**config.mk**
```make
export PLATFORM = sky130hd
export DESIGN_NAME = axi_lite_arbiter
export DESIGN_NICKNAME = d
export VERILOG_FILES = /design/src/rtl/axi_lite_arbiter.sv
export SDC_FILE = /design/constraint.sdc
export NUM_CORES = 1
export LEC_CHECK = 0
export ABC_CLOCK_PERIOD_IN_PS = 1750
export BUFFER_PORTS_ARGS = -buffer_cell sky130_fd_sc_hd__buf_2
export CORE_MARGIN = 2
export CORE_UTILIZATION = 41
export DETAILED_ROUTE_END_ITERATION = 7
export PLACE_DENSITY_LB_ADDON = 0.12
export SLEW_MARGIN = 25
export SYNTH_ARGS = -nofsm -noshare
export SYNTH_HDL_FRONTEND = slang
export SYNTH_SLANG_ARGS = --single-unit
```
**constraint.sdc**
```tcl
create_clock -name clk -period 1.75 [get_ports clk]
set_clock_uncertainty 0.2 [all_clocks]
set_input_delay 0.175 -clock clk [delete_from_list [all_inputs] [get_ports clk]]
set_output_delay 0.175 -clock clk [all_outputs]
set_load 0.005 [all_outputs]
```
**src/rtl/axi_lite_arbiter.sv**
```systemverilog
// Round-robin master-side controller sharing one AXI-lite slave (no write response
// channel) between two single-beat requesters, with a per-transaction watchdog abort.
module axi_lite_arbiter #(
   parameter int ADDR_W      = 32,
   parameter int DATA_W      = 32,
   parameter int TIMEOUT_CYC = 64
) (
   input  logic              clk,
   input  logic              rstn,
   input  logic              req0,
   input  logic              req1,
   input  logic              we0,
   input  logic              we1,
   input  logic [ADDR_W-1:0] addr0,
   input  logic [ADDR_W-1:0] addr1,
   input  logic [DATA_W-1:0] wdata0,
   input  logic [DATA_W-1:0] wdata1,
   output logic              done0,
   output logic              done1,
   output logic              err0,
   output logic              err1,
   output logic [DATA_W-1:0] rdata0,
   output logic [DATA_W-1:0] rdata1,
   output logic [ADDR_W-1:0] write_addr,
   output logic              write_addr_valid,
   input  logic              write_addr_ready,
   output logic [DATA_W-1:0] write_data,
   output logic              write_data_valid,
   input  logic              write_data_ready,
   output logic [ADDR_W-1:0] read_addr,
   output logic              read_addr_valid,
   input  logic              read_addr_ready,
   input  logic [DATA_W-1:0] read_data,
   input  logic              read_data_valid,
   output logic              read_data_ready
);

   typedef enum logic [2:0] {IDLE, WR, RD_A, RD_D, DONE} state_t;

   localparam int               CNT_W    = $clog2(TIMEOUT_CYC) + 1;
   localparam logic [CNT_W-1:0] CNT_LAST = CNT_W'(TIMEOUT_CYC - 1);

   state_t            state, state_nxt;
   logic              grant, last_grant, after_done, abort;
   logic [ADDR_W-1:0] cmd_addr;
   logic [DATA_W-1:0] cmd_wdata;
   logic [CNT_W-1:0]  wd_cnt;
   logic              wa_valid, wd_valid, ra_valid, rd_ready;
   logic [DATA_W-1:0] rdata0_q, rdata1_q;

   logic req_eff0, req_eff1, win, timeout, wa_left, wd_left;
   logic wa_nxt, wd_nxt, ra_nxt, rd_nxt, abort_nxt, load, capture;

   // The requester just served may still hold req in the IDLE cycle after DONE.
   assign req_eff0 = req0 && !(after_done && !last_grant);
   assign req_eff1 = req1 && !(after_done && last_grant);
   assign win      = (req_eff0 && req_eff1) ? !last_grant : req_eff1;
   assign timeout  = (wd_cnt >= CNT_LAST);
   assign wa_left  = wa_valid && !write_addr_ready;
   assign wd_left  = wd_valid && !write_data_ready;

   always_comb begin
      // NOTE: every output of this block gets a default first so no latch is inferred.
      state_nxt = state;
      wa_nxt    = wa_valid;
      wd_nxt    = wd_valid;
      ra_nxt    = ra_valid;
      rd_nxt    = rd_ready;
      abort_nxt = abort;
      load      = 1'b0;
      capture   = 1'b0;
      case (state)
         IDLE: begin
            if (req_eff0 || req_eff1) begin
               load      = 1'b1;
               abort_nxt = 1'b0;
               if (win ? we1 : we0) begin
                  state_nxt = WR;
                  wa_nxt    = 1'b1;
                  wd_nxt    = 1'b1;
               end else begin
                  state_nxt = RD_A;
                  ra_nxt    = 1'b1;
               end
            end
         end
         WR: begin
            wa_nxt = wa_left;
            wd_nxt = wd_left;
            if (!wa_left && !wd_left) begin
               state_nxt = DONE;
            end else if (timeout) begin
               wa_nxt    = 1'b0;
               wd_nxt    = 1'b0;
               abort_nxt = 1'b1;
               state_nxt = DONE;
            end
         end
         RD_A: begin
            if (read_addr_ready) begin
               ra_nxt    = 1'b0;
               rd_nxt    = 1'b1;
               state_nxt = RD_D;
            end else if (timeout) begin
               ra_nxt    = 1'b0;
               abort_nxt = 1'b1;
               state_nxt = DONE;
            end
         end
         RD_D: begin
            if (read_data_valid) begin
               rd_nxt    = 1'b0;
               capture   = 1'b1;
               state_nxt = DONE;
            end else if (timeout) begin
               rd_nxt    = 1'b0;
               abort_nxt = 1'b1;
               state_nxt = DONE;
            end
         end
         DONE:    state_nxt = IDLE;
         default: state_nxt = IDLE;
      endcase
   end

   always_ff @(posedge clk or negedge rstn) begin
      if (!rstn) state <= IDLE;
      else       state <= state_nxt;
   end

   // NOTE: sequential state uses non-blocking assignments so all flops update together.
   always_ff @(posedge clk or negedge rstn) begin
      if (!rstn) begin
         grant      <= 1'b0;
         last_grant <= 1'b1;
         after_done <= 1'b0;
         abort      <= 1'b0;
         cmd_addr   <= '0;
         cmd_wdata  <= '0;
         wd_cnt     <= '0;
         wa_valid   <= 1'b0;
         wd_valid   <= 1'b0;
         ra_valid   <= 1'b0;
         rd_ready   <= 1'b0;
         rdata0_q   <= '0;
         rdata1_q   <= '0;
      end else begin
         wa_valid   <= wa_nxt;
         wd_valid   <= wd_nxt;
         ra_valid   <= ra_nxt;
         rd_ready   <= rd_nxt;
         abort      <= abort_nxt;
         after_done <= (state == DONE);
         if (state == DONE) last_grant <= grant;
         if (load) begin
            grant     <= win;
            cmd_addr  <= win ? addr1 : addr0;
            cmd_wdata <= win ? wdata1 : wdata0;
            wd_cnt    <= '0;
         end else if (state == WR || state == RD_A || state == RD_D) begin
            wd_cnt <= wd_cnt + CNT_W'(1);
         end
         if (capture && grant)  rdata1_q <= read_data;
         if (capture && !grant) rdata0_q <= read_data;
      end
   end

   assign write_addr       = cmd_addr;
   assign write_data       = cmd_wdata;
   assign read_addr        = cmd_addr;
   assign write_addr_valid = wa_valid;
   assign write_data_valid = wd_valid;
   assign read_addr_valid  = ra_valid;
   assign read_data_ready  = rd_ready;
   assign done0            = (state == DONE) && !grant;
   assign done1            = (state == DONE) && grant;
   assign err0             = done0 && abort;
   assign err1             = done1 && abort;
   assign rdata0           = rdata0_q;
   assign rdata1           = rdata1_q;

endmodule

```
* Word-level counts from Yosys, hierarchy flattened
Index checks and enable logic that the tools add are counted.
Storage, ports and cells: flip-flop bits (word level) 146, input port bits 170, output and inout bits 168, logic and storage cells 103
Cells by class: add/subtract/negate cells 1, magnitude comparators 1, equal/unequal tests 13, muxes and demuxes 39, reductions and logical operators 35
Operators with widths (number):
- two-way mux 32 bit | 2
- two-way mux 1 bit | 23
- two-way mux 3 bit | 5
- logical AND 1 bit | 14
- two-way mux 7 bit | 2
- != test 2 bit (second input constant) | 7
- case mux 3 bit (4 select lines) | 1
- logical NOT 1 bit | 8
- case mux 1 bit (2 select lines) | 4
- nonzero test 2 bit | 4
- adder 7 x 1 -> 7 bit (second input constant) | 1
- greater-or-equal comparator 7 x 6 -> 1 bit (second input constant) | 1
- == test 3 x 2 -> 1 bit (second input constant) | 2
- != test 3 bit (second input constant) | 2
- AND reduction 3 bit | 2
- AND reduction 5 bit | 1
- case mux 1 bit (4 select lines) | 1
- AND reduction 4 bit | 1
- nonzero test 4 bit | 1
- == test 3 x 1 -> 1 bit (second input constant) | 1
- == test 3 bit (second input constant) | 1
- logical NOT 3 bit | 1
- logical OR 1 bit | 3
- two-way mux 2 bit | 1

* Logic depth before layout (Yosys ltp)
depth after elaboration 10, mapped depth 7, mapped depth without buffers 5

* Worst setup path after synthesis
OpenSTA, ideal clock, no wires.
path kind register to register, start point register state[2], end point register cmd_addr[15], in the netlist read_addr[15], arrival time 1.590 ns, required time 1.418 ns, setup slack -0.172 ns, cell stages (with the launch flop) 8, period minus slack after synthesis 1.922 ns, cells stage by stage dfrtp_1 -> buf_6 -> or3_4 -> a211o_4 -> buf_6 -> buf_6 -> nand2_1 -> o21ai_1
On the way: cells in the longest elaborated chain, start to end 2
Ends and longest elaborated chain:
- from (decl) | RTL line 43 | state_t state, state_nxt;
- from (signal assigned) | RTL line 128 | else state <= state_nxt;
- logical NOT 3 bit | RTL line 72 | case (state)
- two-way mux 1 bit | RTL line 72
- to (signal assigned) | RTL line 157 | cmd_addr <= win ? addr1 : addr0;
- to (decl) | RTL line 45 | logic [ADDR_W-1:0] cmd_addr;
No other way between the ends. A chain may end at the register's enable or synchronous reset.

* Worst setup path in the final report
start point register last_grant, end point register cmd_wdata[20], in the netlist write_data[20]
On the way: cells in the longest elaborated chain, start to end 7, elaborated cells on any way between the ends 13, classes of those cells mux (4); reduce/logical (9)
Ends and longest elaborated chain:
- from (decl) | RTL line 44 | logic grant, last_grant, after_done, abort;
- from (signal assigned) | RTL line 154 | if (state == DONE) last_grant <= grant;
- logical NOT 1 bit | RTL line 55, 57
- logical AND 1 bit | RTL line 55 | assign req_eff0 = req0 && !(after_done && !last_grant);
- logical NOT 1 bit | RTL line 55
- logical AND 1 bit | RTL line 55
- logical AND 1 bit or logical OR 1 bit (tied branches) | RTL line 57, 74
- two-way mux 1 bit (on tied branches) | RTL line 57, 74
- two-way mux 32 bit or two-way mux 1 bit (tied branches) | RTL line 158, 72
- to (signal assigned) | RTL line 158 | cmd_wdata <= win ? wdata1 : wdata0;
- to (decl) | RTL line 46 | logic [DATA_W-1:0] cmd_wdata;
Several ways; a longest one is shown, not always the timed one.

==> impl_metrics.csv <==
group,metric,value,unit
status,run_status,"finished with violations",
status,violations,"setup timing",
critical_path,cpPeakStageDelay,0.57,ns
grt,antenna_found_initial,0,
clocking,numCtsBuffers,17,
grt,grt_max_degree,55,
die,start_util,41.7,%
yosys,yosysSeqAreaShare,55.6,%
yosys,synthArstFlopShare,100,%
critical_path,worst_ep_required_time,1.85,ns
placed_design,dpl.hpwl,13.6,mm
critical_path,crit_buf_inv,2,
route,drc,0,
yosys,synth.net_count,722,
finish,nets,1263,
sta,period_share,110,%
yosys,synth-edff-count,0,
power,power,20.1,mW
yosys,ys_ff_latch,146,
critical_path,path_cells,"o21ai_0, buf_4, nand2_8, buf_4, mux2i_1, o21ai_1",
finish,finalNonFillerCells,1321,
yosys,avgSynthCellArea,11.9,um^2
die,fp.dieArea,0.0171,mm^2
yosys,synthCells,551,
yosys,synthMostInstantiatedCell,"dfrtp_1",
sta,worstMarginPinSlew,0.751,ns
die,die_h,131,um
critical_path,cp_common_cell,"buf_4",
placed_design,port_buffers,337,
grt,grt_pass1_vias,6568,
critical_path,crit_fanout,6,
route,drt-initial-drc-count,266,
critical_path,path_class,"register to register",
sta,rsz0062_at_grt,"true",
sta,holdWs,0.0441,ns
clocking,htree_levels,4,
die,die_x,131,um
run,maxCapViolCount,0,
sta,hold_viol,0,
critical_path,critPathLaunchType,"register",
die,ioPinCount,338,
yosys,synth_top_area_share,55.2,%
finish,drive_above_1_share,57.7,%
yosys,synth_top_area_cell,"dfrtp_1",
clocking,clockRootBuffer,"clkbuf_16",
clocking,clockBufferDepth,2,
placed_design,gp_congestion,0.845,
route,detail_route.first_pass.iterations,4,
sta,slew_headroom,49.8,%
power,powerDensity,1640,mW/mm^2
sta,setup_viol,130,
clocking,insertion_delay,0.41,ns
yosys,yosysWarnings,0,
sta,setup_ws,-0.167,ns
finish,final_util,77.8,%
placed_design,pre_cts_ws,-0.151,ns
critical_path,critPathCaptureType,"register",
yosys,synth.top_cells.by_count,"dfrtp_1 (145), nand2_1 (75), mux2i_1 (65), mux2_2 (64), o21ai_1 (62)",
finish,area_growth,86.7,%
clocking,clkTransAtPathRegs,0.07,ns
die,core-area,0.0158,mm^2
sta,period_minus_slack,1.92,ns
clocking,cts_num_sinks,146,
grt,grt.total_usage,25.3,%
finish,antenna_cells,0,
route,vias,6792,
yosys,netlist_area,0.00657,mm^2
power,p_leak,6.33,nW
clocking,cts_tree,"built",
yosys,synth.lib_cells_used.distinct,44,
route,wl_per_cell,20.1,um
die,rows,46,
critical_path,crit_slowest_cell,"dfstp_2",
yosys,synthFlopType,"dfrtp_1",
sta,final_max_slew_viol_count,0,
sta,fmax,522,MHz
min_path,hold_path_class,"primary input to register",
placed_design,post-place-cells,1087,
route,finalWirelength,26.5,mm
critical_path,cp.arrival,2.01,ns
critical_path,crit_family,"flip-flops",
power,vdd.ir_drop.worst,0.000841,V
route,viasPerCell,5.14,
yosys,synth_area_leaders,"dfrtp_1 (55%), mux2_2 (11%), mux2i_1 (9.9%)",
grt,grt-ovfl-total,0,
finish,fillerInstances,929,
route,ant_nets,0,
grt,grt_pass1_wl,33.3,mm
final cells by class:
class | instances | area (um^2) | area share, %
clock buffers | 19 | 453 | 3.69
inverters | 1 | 3.75 | 0.0306
flip-flops and latches | 146 | 3660 | 29.8
well taps | 216 | 270 | 2.20
repair buffers | 580 | 4380 | 35.6
multi-input cells | 346 | 3320 | 27.0
clock inverters | 13 | 198 | 1.61
worst min-delay path, delay by kind of cell:
kind / cells / cell delay [ns]
AOI/OAI and AO/OA: 2 / 0.29
buffers and inverters: 1 / 0.10
and+or+nand+nor: 1 / 0.05
per-stage QoR:
| stage | cell area, um^2 | setup TNS [ns] |
|---|---|---|
| finish | 12300 | -10.42 |
| CTS | 11100 | -6.22 |
| detailed placement | 8560 | -9.40 |
| global route | 12300 | -16.10 |
| floorplan | 6590 | -5.65 |
| global placement | 8560 | -4.72 |
sequential cells by signal, summed over array words and instances (netlist names), 3 cells and up:
signal,cells
rdata1,32
write_data,32
read_addr,32
wd_cnt,7
state,3
rdata0,32
placed cells by master, fill, tap and decap left out, types with 7 or more instances in the layout:
master,instances
buf_2,335
dlygate4sd3_1,166
dfrtp_1,144
mux2i_1,53
mux2_4,51
nand2_2,40
o21ai_1,38
buf_4,34
o21ai_2,30
clkbuf_16,28
nand2_4,20
buf_6,19
nand2_1,14
mux2_2,13
buf_12,11
nor2_1,8
mux2i_2,7
layer usage:
metal	share of wire [%]	wire (um)	vias to the layer above	GRT usage, %
li1	-	-	3009	-
met1	37	9810	3324	29.4
met2	52	13700	369	44.1
met3	6.9	1830	90	6.03
met4	4.6	1210	0	11.8
met5	0	0	-	0
cell families (layout without fill, tap and decap cells):
family,after synthesis,in the layout,share of synthesized area (%)
DFF,146,146,55.6
muxes,129,129,20.9
xor gates and xnor gates,3,3,0.400
AOI/OAI and AO/OA,100,103,8.95
adders and majority gates,1,1,0.190
buffers and inverters,63,613,6.62
and+or+nand+nor,109,110,7.38
power breakdown:
group,leakage [nW],total [mW],internal [mW],switching [mW]
clock network,0.320,3.97,2.49,1.48
logic,4.19,9.84,5.36,4.48
registers,1.82,6.29,4.98,1.31
timing repair:
action,CTS,global route
gates resized for setup,26,211
endpoints found under the setup margin,111,145
endpoints found under the hold margin,280,0
setup buffers,8,10
pin swaps,9,54
hold buffers,166,0
cloned,3,17
path summary, 6_finish.rpt:
path / cells past startpoint / end / startpoint / slack (ns)
max in group asynchronous: 4 / last_grant / rstn / 0.20
min reg2reg: 1 / wd_cnt[5] / wd_cnt[5] / 0.30
min in group asynchronous: 3 / rdata0[5] / rstn / 0.54
min: 4 / read_addr_valid / we0 / 0.04
max reg2reg: 6 / write_data[20] / last_grant / -0.17
max: 6 / write_data[20] / last_grant / -0.17
Power figures use the tool's default switching activity.
